<file path="src/rtl/paddsb_arb_pkg.sv">
// Shared definitions for the paddsb_arbiter slice.
//   NUM_LANES / VEC_W : packed nibble layout of the 16-bit operands
//   NIB_POS_SAT/NEG   : per-nibble saturation values
//   req_id_t          : requester index (two requesters)
//   out_state_t       : output register occupancy
package paddsb_arb_pkg;
  localparam int NUM_LANES = 4;
  localparam int VEC_W     = 4;

  localparam logic [VEC_W-1:0] NIB_POS_SAT = 4'b0111;
  localparam logic [VEC_W-1:0] NIB_NEG_SAT = 4'b1000;

  typedef logic req_id_t;

  typedef enum logic {
    OUT_EMPTY = 1'b0,
    OUT_FULL  = 1'b1
  } out_state_t;
endpackage

</file>
<file path="src/rtl/paddsb_16.sv">
// 16-bit saturating packed nibble adder: four independent lanes,
// no carry between nibbles.
//   a, b : packed operands   sub : add/sub select   sum : packed result
module paddsb_16
  import paddsb_arb_pkg::*;
(
  input  logic [NUM_LANES-1:0][VEC_W-1:0] a,
  input  logic [NUM_LANES-1:0][VEC_W-1:0] b,
  input  logic                            sub,
  output logic [NUM_LANES-1:0][VEC_W-1:0] sum
);
  for (genvar l = 0; l < NUM_LANES; l++) begin : g_lane
    paddsb_lane u_lane (
      .a   (a[l]),
      .b   (b[l]),
      .sub (sub),
      .sum (sum[l])
    );
  end
endmodule

</file>
<file path="src/rtl/paddsb_lane.sv">
// One 4-bit two's-complement saturating add/sub lane.
//   a, b : operands
//   sub  : 1 = a-b, 0 = a+b
//   sum  : saturated result
module paddsb_lane
  import paddsb_arb_pkg::*;
(
  input  logic [VEC_W-1:0] a,
  input  logic [VEC_W-1:0] b,
  input  logic             sub,
  output logic [VEC_W-1:0] sum
);
  logic [VEC_W:0] raw;

  // One guard bit: the top two bits disagree exactly on overflow,
  // and bit VEC_W gives the true sign of the unclamped result.
  always_comb begin
    raw = sub ? ({a[VEC_W-1], a} - {b[VEC_W-1], b})
              : ({a[VEC_W-1], a} + {b[VEC_W-1], b});
    if (raw[VEC_W:VEC_W-1] == 2'b01)      sum = NIB_POS_SAT;
    else if (raw[VEC_W:VEC_W-1] == 2'b10) sum = NIB_NEG_SAT;
    else                                  sum = raw[VEC_W-1:0];
  end
endmodule

</file>
<file path="src/rtl/rr_arb2.sv">
// Two-way round-robin arbiter with last-accepted pointer.
//   clk, rst_n : clock, synchronous active-low reset
//   vld        : request vector
//   en         : grant enable (output slot free and not in reset)
//   rdy        : one-hot (or zero) accept vector
module rr_arb2 (
  input  logic       clk,
  input  logic       rst_n,
  input  logic [1:0] vld,
  input  logic       en,
  output logic [1:0] rdy
);
  logic last_q;  // index of last accepted requester
  logic [1:0] gnt;

  always_comb begin
    gnt = vld;
    // Tie goes to whoever did not win last time.
    if (&vld) gnt = last_q ? 2'b01 : 2'b10;
    rdy = gnt & {2{en}};
  end

  // Reset to "last=1" so requester 0 wins the first tie.
  always_ff @(posedge clk) begin
    if (!rst_n)    last_q <= 1'b1;
    else if (|rdy) last_q <= rdy[1];
  end
endmodule

</file>
<file path="src/rtl/paddsb_arbiter.sv">
// Two-requester arbiter in front of a saturating packed nibble add/sub
// with a single registered result slot and valid/ready handshake.
//   clk, rst_n            : clock, synchronous active-low reset
//   vld0/1, A0/1, B0/1, sub0/1 : requests (held until accepted)
//   rdy0/1                : request accepted this cycle
//   res_vld/res_Sum/res_id: result register, res_rdy consumer accept
//   gnt_cnt0/1            : saturating accept counters
// Optional feature: define PADDSB_ARB_CNT_EN to build the grant
// counters; otherwise they read zero.
module paddsb_arbiter
  import paddsb_arb_pkg::*;
#(
  parameter int CNT_W = 16
) (
  input  logic             clk,
  input  logic             rst_n,
  input  logic             vld0,
  input  logic             vld1,
  input  logic [15:0]      A0,
  input  logic [15:0]      B0,
  input  logic [15:0]      A1,
  input  logic [15:0]      B1,
  input  logic             sub0,
  input  logic             sub1,
  output logic             rdy0,
  output logic             rdy1,
  output logic             res_vld,
  output logic [15:0]      res_Sum,
  output logic             res_id,
  input  logic             res_rdy,
  output logic [CNT_W-1:0] gnt_cnt0,
  output logic [CNT_W-1:0] gnt_cnt1
);
  out_state_t state_q, state_d;
  logic [1:0]  rdy;
  logic        free, xfer;
  logic [15:0] op_a, op_b, sum;
  logic        op_sub;
  req_id_t     id_q;
  logic [15:0] sum_q;

  assign free = (state_q == OUT_EMPTY) | res_rdy;

  // rst_n in the enable keeps both rdy low during reset.
  rr_arb2 u_arb (
    .clk   (clk),
    .rst_n (rst_n),
    .vld   ({vld1, vld0}),
    .en    (free & rst_n),
    .rdy   (rdy)
  );

  assign rdy0 = rdy[0];
  assign rdy1 = rdy[1];
  assign xfer = |rdy;

  assign op_a   = rdy[1] ? A1   : A0;
  assign op_b   = rdy[1] ? B1   : B0;
  assign op_sub = rdy[1] ? sub1 : sub0;

  paddsb_16 u_add (
    .a   (op_a),
    .b   (op_b),
    .sub (op_sub),
    .sum (sum)
  );

  always_comb begin
    state_d = state_q;
    case (state_q)
      OUT_EMPTY: if (xfer) state_d = OUT_FULL;
      OUT_FULL:  if (res_rdy && !xfer) state_d = OUT_EMPTY;
      default:   state_d = OUT_EMPTY;
    endcase
  end

  always_ff @(posedge clk) begin
    if (!rst_n) begin
      state_q <= OUT_EMPTY;
      sum_q   <= '0;
      id_q    <= 1'b0;
    end else begin
      state_q <= state_d;
      if (xfer) begin
        sum_q <= sum;
        id_q  <= rdy[1];
      end
    end
  end

  assign res_vld = (state_q == OUT_FULL);
  assign res_Sum = sum_q;
  assign res_id  = id_q;

`ifdef PADDSB_ARB_CNT_EN
  logic [CNT_W-1:0] cnt0_q, cnt1_q;

  always_ff @(posedge clk) begin
    if (!rst_n) begin
      cnt0_q <= '0;
      cnt1_q <= '0;
    end else begin
      if (rdy[0] && cnt0_q != '1) cnt0_q <= cnt0_q + 1'b1;
      if (rdy[1] && cnt1_q != '1) cnt1_q <= cnt1_q + 1'b1;
    end
  end

  assign gnt_cnt0 = cnt0_q;
  assign gnt_cnt1 = cnt1_q;
`else
  assign gnt_cnt0 = '0;
  assign gnt_cnt1 = '0;
`endif
endmodule

</file>
<file path="config.mk">
export PLATFORM = sky130hd
export DESIGN_NAME = paddsb_arbiter
export DESIGN_NICKNAME = d
export VERILOG_FILES = /design/src/rtl/paddsb_arb_pkg.sv /design/src/rtl/paddsb_16.sv /design/src/rtl/paddsb_lane.sv /design/src/rtl/rr_arb2.sv /design/src/rtl/paddsb_arbiter.sv
export SDC_FILE = /design/constraint.sdc
export NUM_CORES = 1
export LEC_CHECK = 0
export CAP_MARGIN = 20
export CELL_PAD_IN_SITES_DETAIL_PLACEMENT = 1
export CELL_PAD_IN_SITES_GLOBAL_PLACEMENT = 1
export CORE_MARGIN = 3
export CORE_UTILIZATION = 30
export DETAILED_ROUTE_END_ITERATION = 10
export PLACE_DENSITY = 0.95
export SYNTH_ARGS = -nofsm -noshare
export SYNTH_HDL_FRONTEND = slang
export SYNTH_SLANG_ARGS = --single-unit
</file>
<file path="constraint.sdc">
create_clock -name clk -period 11.2 [get_ports clk]
set_clock_uncertainty 0.2 [all_clocks]
set_input_delay 3.36 -clock clk [delete_from_list [all_inputs] [get_ports clk]]
set_output_delay 3.36 -clock clk [all_outputs]
set_load 0.1 [all_outputs]
</file>
==> flow_results.xml, run 1 <==
<?xml version="1.0" encoding="UTF-8"?>
<metrics>
  <group name="run_status">
    <metric name="status" unit="">finished, final reports clean</metric>
  </group>
  <group name="clock_tree">
    <metric name="h-tree-depth" unit="">1</metric>
    <metric name="cts-root-to-sink-buffers" unit="">2</metric>
    <metric name="clkSinkCount" unit="">19</metric>
    <metric name="tritoncts" unit="">done</metric>
    <metric name="cts.reportedPaths.clkPinSlew" unit="ps">70</metric>
    <metric name="post_cts_resized" unit="">0</metric>
    <metric name="post_cts.repair.setup_buffers" unit="">0</metric>
    <metric name="insertion_delay" unit="ps">250</metric>
    <metric name="post_cts_hold_buffer_count" unit="">0</metric>
    <metric name="cts_root_buf" unit="">sky130_fd_sc_hd__clkbuf_8</metric>
    <metric name="cts_made_buffers" unit="">3</metric>
  </group>
  <group name="timing">
    <metric name="period_minus_slack" unit="ps">9320</metric>
    <metric name="fin_hold_viols" unit="">0</metric>
    <metric name="fmax_achieved" unit="MHz">107.3</metric>
    <metric name="report.final.setup_viol" unit="">0</metric>
    <metric name="final_max_slew_viol_count" unit="">0</metric>
    <metric name="timing.max_slew.rel_slack" unit="%">33.83</metric>
    <metric name="final.setup.tns" unit="ps">0</metric>
    <metric name="grt_setup_unrepaired" unit="">false</metric>
    <metric name="worst_pin_slew" unit="ps">989.5</metric>
    <metric name="timing.final.crit_share" unit="%">83.22</metric>
  </group>
  <group name="layout">
    <metric name="layoutNonFillerInstCount" unit="">520</metric>
    <metric name="finish.instance_area" unit="mm²">0.003471</metric>
    <metric name="antenna_cells" unit="">0</metric>
    <metric name="count_of_fill_cells_added_during_filler_insertion" unit="">1025</metric>
    <metric name="nNetsFinal" unit="">511</metric>
    <metric name="fraction_of_final_layout_cells_with_drive_strength_greater_than_1" unit="%">3.855</metric>
    <metric name="area.growth.synth_to_final" unit="%">34.53</metric>
  </group>
  <group name="grt">
    <metric name="grt_antenna_before_repair" unit="">0</metric>
    <metric name="first_global_vias" unit="">2666</metric>
    <metric name="grt_start_max_net_pins" unit="">41</metric>
    <metric name="global_route.overflow_total" unit="">0</metric>
    <metric name="overall_global_routing_usage" unit="%">14.82</metric>
    <metric name="global_route_wire_length_before_repair" unit="mm">12.33</metric>
  </group>
  <group name="route">
    <metric name="detail_route.wirelength" unit="mm">7.328</metric>
    <metric name="num_vias" unit="">2519</metric>
    <metric name="post_drt_wl_per_cell" unit="µm">14.09</metric>
    <metric name="antenna_violating_nets_remaining" unit="">0</metric>
    <metric name="viasPerCell" unit="">4.844</metric>
    <metric name="dr.pass1.iters" unit="">4</metric>
    <metric name="post-route-drc-count" unit="">0</metric>
    <metric name="dr.first_iter.drc_count" unit="">58</metric>
  </group>
  <group name="place">
    <metric name="dpl.cell_count" unit="">516</metric>
    <metric name="port-buffer-count" unit="">90</metric>
    <metric name="place.gp.congestion" unit="">0.7414</metric>
    <metric name="post-dp-hpwl" unit="mm">6.286</metric>
    <metric name="placed_cell_area" unit="mm²">0.003425</metric>
  </group>
  <group name="die">
    <metric name="die_width" unit="µm">98.74</metric>
    <metric name="die_area" unit="mm²">0.009749</metric>
    <metric name="rows" unit="">33</metric>
    <metric name="io_pins" unit="">123</metric>
    <metric name="coreArea" unit="mm²">0.008299</metric>
    <metric name="floorplan.initialDensity" unit="%">31.09</metric>
    <metric name="die_h" unit="µm">98.74</metric>
  </group>
  <group name="synth">
    <metric name="synthCells" unit="">336</metric>
    <metric name="yosys_register_bits" unit="">19</metric>
    <metric name="synth.yosys.warnings" unit="">0</metric>
    <metric name="postSynth.asyncResetShare" unit="%">0</metric>
    <metric name="yosysUniqueCellTypes" unit="">40</metric>
    <metric name="post_synth_edffs" unit="">0</metric>
    <metric name="sequential_element_share_of_the_synthesized_area" unit="%">14.74</metric>
    <metric name="yosys_most_used_dff" unit="">sky130_fd_sc_hd__dfxtp_1</metric>
    <metric name="synth.avg_cell_area" unit="µm²">7.678</metric>
    <metric name="synth.cell_area" unit="mm²">0.002580</metric>
  </group>
  <group name="pwr">
    <metric name="worst_ir_drop_vdd" unit="mV">0.06569</metric>
    <metric name="power.static_leakage" unit="nW">1.571</metric>
    <metric name="powerDensity" unit="mW/mm²">162.0</metric>
  </group>
  <group name="worst_setup_path">
    <metric name="r2r-start" unit="">res_vld</metric>
    <metric name="worst-path-max-fanout" unit="">20</metric>
    <metric name="setup.worst_path.end_class" unit="">output pin</metric>
    <metric name="crit_path_start_kind" unit="">primary input</metric>
    <metric name="crit_type" unit="">primary input to output pin</metric>
    <metric name="r2r-end" unit="">res_Sum[3]</metric>
    <metric name="rr_worst_depth" unit="">12</metric>
    <metric name="setup.reg_to_reg.worst_slack" unit="ps">7340</metric>
    <metric name="critical_path_arrival" unit="ps">5760</metric>
    <metric name="worstPathRequired" unit="ps">7640</metric>
  </group>
  <group name="run">
    <metric name="cap_violations" unit="">0</metric>
  </group>
  <group name="hold_path">
    <metric name="timing.hold.worst_path_depth" unit="">2</metric>
    <metric name="min_from" unit="">res_id</metric>
    <metric name="whs_endpoint" unit="">res_id</metric>
    <metric name="hold_path.class" unit="">flop to flop</metric>
  </group>
</metrics>
## final cells by class
class / instances / area [µm²] / share of cell area (%)
clock inverter: 1 / 5.005 / 0.1442
multi-input combinational: 285 / 1943 / 55.98
timing repair buffer: 92 / 913.4 / 26.32
clock buffer: 3 / 41.29 / 1.190
inverter: 15 / 56.30 / 1.622
tap: 105 / 131.4 / 3.785
sequential: 19 / 380.4 / 10.96
## stage by stage
stage | setup slack (ps) | utilization (%) | hold slack (ps) | power [mW]
3_5_place_dp | 1894 | 41.26 | 266.3 | 0.5171
3_3_place_gp | 1919 | 41.26 | 253.7 | 0.5029
6_report | 1880 | 41.82 | 270.6 | 0.5623
5_1_grt | 1808 | 41.82 | 316.9 | 0.5963
4_1_cts | 1876 | 41.82 | 278.9 | 0.5649
2_1_floorplan | 2715 | - | 316.6 | 0.4246
## cell families (layout without fill, tap and decap cells)
family                   after synthesis  in the layout  share of synthesized area (%)
AO/OA/AOI/OAI                         84             84                          21.44
XOR/XNOR                              27             27                          9.166
adder cells (fa/ha/maj)               24             24                          12.80
buffers and inverters                 63            111                          14.45
flip-flops                            19             19                          14.74
multiplexers                          25             25                          10.33
other                                  1             32                         0.1454
AND/OR/NAND/NOR                       93             93                          16.93
## cell usage after synthesis, types with 11 or more instances
master / n / area share [%]
sky130_fd_sc_hd__mux2i_1: 21 / 8.1
sky130_fd_sc_hd__inv_1: 14 / 2.0
sky130_fd_sc_hd__o21ai_0: 19 / 3.7
sky130_fd_sc_hd__nand3_1: 11 / 2.1
sky130_fd_sc_hd__a21oi_1: 19 / 3.7
sky130_fd_sc_hd__buf_4: 32 / 9.3
sky130_fd_sc_hd__ha_1: 20 / 9.7
sky130_fd_sc_hd__clkbuf_1: 11 / 1.6
sky130_fd_sc_hd__nand2_1: 52 / 7.6
sky130_fd_sc_hd__xnor2_1: 17 / 5.8
sky130_fd_sc_hd__o31ai_1: 11 / 3.2
sky130_fd_sc_hd__nor2_1: 14 / 2.0
sky130_fd_sc_hd__dfxtp_1: 19 / 15
## worst max path at each step
| stage | from | end | slack (ps) | depth (start not counted) |
|---|---|---|---|---|
| after floorplan | res_rdy | rdy1 | 2720 | 5 |
| after global placement | rst_n | rdy0 | 1920 | 3 |
| after detailed placement | rst_n | rdy0 | 1890 | 3 |
| after CTS | rst_n | rdy0 | 1880 | 3 |
| after global routing | rst_n | rdy0 | 1810 | 3 |
| final | rst_n | rdy0 | 1880 | 3 |
## cells in the final DEF, fill, tap and decap left out, types with 17 or more instances in the layout
cell | synthesis | layout
sky130_fd_sc_hd__o21ai_0 | 19 | 19
sky130_fd_sc_hd__dfxtp_1 | 19 | 19
sky130_fd_sc_hd__mux2i_1 | 21 | 21
sky130_fd_sc_hd__xnor2_1 | 17 | 17
sky130_fd_sc_hd__clkdlybuf4s50_1 | 0 | 89
sky130_fd_sc_hd__ha_1 | 20 | 20
sky130_fd_sc_hd__a21oi_1 | 19 | 19
sky130_fd_sc_hd__nand2_1 | 52 | 52
sky130_fd_sc_hd__conb_1 | 1 | 32
## routing by layer
metal | part of all wire (%) | wire [µm] | GRT usage (%) | up-vias
li1 | - | - | - | 1266
met1 | 45 | 3299 | 19.21 | 1171
met2 | 49 | 3584 | 26.68 | 75
met3 | 5.0 | 364 | 1.699 | 7
met4 | 1.1 | 80 | 2.626 | 0
met5 | 0 | 0 | 0 | -
## worst max-delay path: stages
cell	delay (ps)
sky130_fd_sc_hd__clkdlybuf4s50_1	960
sky130_fd_sc_hd__o2111a_1	310
sky130_fd_sc_hd__clkdlybuf4s50_1	1130
## state kept, by name, summed over array words and instances (netlist names)
register and count:
u_arb.last_q 1, res_Sum 16, res_vld 1, res_id 1
## report_power, final
group / switching [mW] / leakage [nW] / internal [mW]
Clock: 0.0234 / 0.0255 / 0.0248
Combinational: 0.296 / 1.39 / 0.121
Sequential: 0.00964 / 0.159 / 0.0871
Total: 0.329 / 1.57 / 0.233
No activity file was read; power rests on OpenSTA's default activity.
==> inputs of run 2 (changes only) <==
--- a/config.mk
+++ b/config.mk
@@ -9,9 +9,9 @@
 export CELL_PAD_IN_SITES_DETAIL_PLACEMENT = 1
 export CELL_PAD_IN_SITES_GLOBAL_PLACEMENT = 1
 export CORE_MARGIN = 3
-export CORE_UTILIZATION = 30
+export CORE_UTILIZATION = 26
 export DETAILED_ROUTE_END_ITERATION = 10
-export PLACE_DENSITY = 0.95
+export PLACE_DENSITY = 0.89
 export SYNTH_ARGS = -nofsm -noshare
 export SYNTH_HDL_FRONTEND = slang
 export SYNTH_SLANG_ARGS = --single-unit
==> constraint.sdc (replaced) <==
create_clock -name clk -period 8.5 [get_ports clk]
set_clock_uncertainty 0.2 [all_clocks]
set_input_delay 2.55 -clock clk [delete_from_list [all_inputs] [get_ports clk]]
set_output_delay 2.55 -clock clk [all_outputs]
set_load 0.1 [all_outputs]
==> flow_results.xml, run 2 (synthesized netlist as in run 1, its figures left out) <==
<?xml version="1.0" encoding="UTF-8"?>
<metrics>
  <group name="run_status">
    <metric name="status" unit="">finished, final reports clean</metric>
  </group>
  <group name="grt">
    <metric name="grt_antenna_before_repair" unit="">0</metric>
    <metric name="global_route.overflow_total" unit="">0</metric>
    <metric name="overall_global_routing_usage" unit="%">14.00</metric>
    <metric name="first_global_vias" unit="">2712</metric>
    <metric name="global_route_wire_length_before_repair" unit="mm">13.15</metric>
    <metric name="grt_start_max_net_pins" unit="">29</metric>
  </group>
  <group name="layout">
    <metric name="layout_common_cells" unit="">sky130_fd_sc_hd__clkdlybuf4s50_1 (88), sky130_fd_sc_hd__nand2_1 (52), sky130_fd_sc_hd__conb_1 (32)</metric>
    <metric name="count_of_fill_cells_added_during_filler_insertion" unit="">1180</metric>
    <metric name="fraction_of_final_layout_cells_with_drive_strength_greater_than_1" unit="%">4.317</metric>
    <metric name="nNetsFinal" unit="">513</metric>
    <metric name="multi_input_area" unit="mm²">0.001943</metric>
    <metric name="antenna_cells" unit="">0</metric>
    <metric name="area.growth.synth_to_final" unit="%">36.61</metric>
    <metric name="finish.instance_area" unit="mm²">0.003525</metric>
    <metric name="layout.cells.most_common" unit="">sky130_fd_sc_hd__clkdlybuf4s50_1</metric>
    <metric name="layoutNonFillerInstCount" unit="">546</metric>
    <metric name="largest_register_ff_count" unit="">16</metric>
    <metric name="register_area" unit="µm²">380.4</metric>
  </group>
  <group name="clock_tree">
    <metric name="tritoncts" unit="">done</metric>
    <metric name="post_cts_resized" unit="">0</metric>
    <metric name="cts.reportedPaths.clkPinSlew" unit="ps">70</metric>
    <metric name="post_cts_hold_buffer_count" unit="">0</metric>
    <metric name="h-tree-depth" unit="">1</metric>
    <metric name="cts_root_buf" unit="">sky130_fd_sc_hd__clkbuf_8</metric>
    <metric name="cts_made_buffers" unit="">3</metric>
    <metric name="cts-root-to-sink-buffers" unit="">2</metric>
    <metric name="post_cts.repair.setup_buffers" unit="">0</metric>
    <metric name="insertion_delay" unit="ps">250</metric>
    <metric name="clkSinkCount" unit="">19</metric>
  </group>
  <group name="timing">
    <metric name="final_max_slew_viol_count" unit="">0</metric>
    <metric name="fin_hold_viols" unit="">0</metric>
    <metric name="report.final.setup_viol" unit="">0</metric>
    <metric name="worst_pin_slew" unit="ps">988.8</metric>
    <metric name="setup_ws" unit="ps">1768</metric>
    <metric name="final.setup.tns" unit="ps">0</metric>
    <metric name="grt_setup_unrepaired" unit="">false</metric>
    <metric name="fmax_achieved" unit="MHz">148.5</metric>
    <metric name="period_minus_slack" unit="ps">6732</metric>
    <metric name="hold-worst-slack" unit="ps">272.5</metric>
    <metric name="timing.final.crit_share" unit="%">79.20</metric>
    <metric name="timing.max_slew.rel_slack" unit="%">33.87</metric>
  </group>
  <group name="die">
    <metric name="floorplan.initialDensity" unit="%">27.28</metric>
    <metric name="die_area" unit="mm²">0.01115</metric>
    <metric name="die_width" unit="µm">105.6</metric>
    <metric name="die_h" unit="µm">105.6</metric>
    <metric name="coreArea" unit="mm²">0.009459</metric>
    <metric name="rows" unit="">35</metric>
    <metric name="io_pins" unit="">123</metric>
  </group>
  <group name="worst_setup_path">
    <metric name="timing.critical_path.cells" unit="">clkdlybuf4s50_1, buf_4, nand4_4, inv_2, buf_12</metric>
    <metric name="cp.buffers_inverters" unit="">4</metric>
    <metric name="critical_path.slowest_cell" unit="">sky130_fd_sc_hd__clkdlybuf4s50_1</metric>
    <metric name="r2r-start" unit="">u_arb.last_q</metric>
    <metric name="setup.worst_path.end_class" unit="">output pin</metric>
    <metric name="crit_type" unit="">primary input to output pin</metric>
    <metric name="crit_path_start_kind" unit="">primary input</metric>
    <metric name="critical_path_arrival" unit="ps">3980</metric>
    <metric name="maximum_cell_stage_delay_along_the_critical_path" unit="ps">450</metric>
    <metric name="worst-path-max-fanout" unit="">20</metric>
    <metric name="worstPathRequired" unit="ps">5750</metric>
    <metric name="rr_worst_depth" unit="">15</metric>
    <metric name="r2r-end" unit="">res_Sum[6]</metric>
    <metric name="setup.reg_to_reg.worst_slack" unit="ps">4430</metric>
    <metric name="path_delay_family" unit="">buffers and inverters</metric>
  </group>
  <group name="hold_path">
    <metric name="hold_path.class" unit="">flop to flop</metric>
    <metric name="timing.hold.worst_path_depth" unit="">2</metric>
    <metric name="whs_endpoint" unit="">res_id</metric>
    <metric name="min_from" unit="">res_id</metric>
  </group>
  <group name="place">
    <metric name="place.gp.congestion" unit="">0.8237</metric>
    <metric name="post-place-ws" unit="ps">1582</metric>
    <metric name="placed_cell_area" unit="mm²">0.003480</metric>
    <metric name="port-buffer-count" unit="">90</metric>
    <metric name="dpl.cell_count" unit="">542</metric>
    <metric name="post-dp-hpwl" unit="mm">6.856</metric>
  </group>
  <group name="pwr">
    <metric name="power.static_leakage" unit="nW">1.583</metric>
    <metric name="powerDensity" unit="mW/mm²">211.0</metric>
    <metric name="worst_ir_drop_vdd" unit="mV">0.1324</metric>
  </group>
  <group name="route">
    <metric name="viasPerCell" unit="">4.709</metric>
    <metric name="num_vias" unit="">2571</metric>
    <metric name="dr.first_iter.drc_count" unit="">53</metric>
    <metric name="detail_route.wirelength" unit="mm">7.894</metric>
    <metric name="post-route-drc-count" unit="">0</metric>
    <metric name="dr.pass1.iters" unit="">4</metric>
    <metric name="antenna_violating_nets_remaining" unit="">0</metric>
    <metric name="post_drt_wl_per_cell" unit="µm">14.46</metric>
  </group>
  <group name="run">
    <metric name="cap_violations" unit="">0</metric>
  </group>
</metrics>
[run 2: cell types whose count changed in the layout (fill, tap and decap cells not counted)]
| cell | before | now |
|---|---|---|
| sky130_fd_sc_hd__buf_12 | 0 | 1 |
| sky130_fd_sc_hd__clkbuf_1 | 0 | 1 |
| sky130_fd_sc_hd__clkdlybuf4s50_1 | 89 | 88 |
| sky130_fd_sc_hd__clkinv_2 | 1 | 0 |
| sky130_fd_sc_hd__buf_4 | 3 | 5 |
[run 2: worst max-delay path by stage]
stage,start,endpoint,slack (ps),depth (start not counted)
floorplan,res_rdy,rdy1,1640,5
global placement,rst_n,rdy1,1820,5
detailed placement,rst_n,res_Sum[10],1580,17
CTS,rst_n,rdy1,1760,5
global route,rst_n,res_Sum[10],1450,17
finish,rst_n,rdy1,1770,5
[run 2: area by class of cell]
| type | instances | area share [%] |
|---|---|---|
| tap | 129 | 4.579 |
| clock buffer | 4 | 1.278 |
| multi-input combinational | 285 | 55.13 |
| sequential | 19 | 10.79 |
| inverter | 15 | 1.597 |
| timing repair buffer | 94 | 26.62 |
[run 2: stage by stage]
| step | power [mW] | utilization [%] |
|---|---|---|
| CTS | 0.7494 | 37.26 |
| finish | 0.7438 | 37.26 |
| floorplan | 0.5595 | - |
| global placement | 0.6664 | 36.79 |
| global route | 0.7877 | 37.26 |
| detailed placement | 0.6856 | 36.79 |
[run 2: tightest hold or removal path: cells and delay by family (launching register included)]
kind / cells / cell delay, ps
flops: 1 / 310
simple gates: 1 / 50
compound gates: 1 / 60
[run 2: metal layers]
layer / vias to the layer above / track usage [%] / routed length, µm
li1: 1276 / - / -
met1: 1215 / 17.68 / 3474
met2: 73 / 25.05 / 3900
met3: 7 / 2.388 / 448
met4: 0 / 2.683 / 70
met5: - / 0 / 0
[run 2: power breakdown]
part | internal [mW] | total [mW] | switching [mW]
registers | 0.115 | 0.129 | 0.0138
clock network | 0.0333 | 0.0630 | 0.0297
logic | 0.161 | 0.552 | 0.391
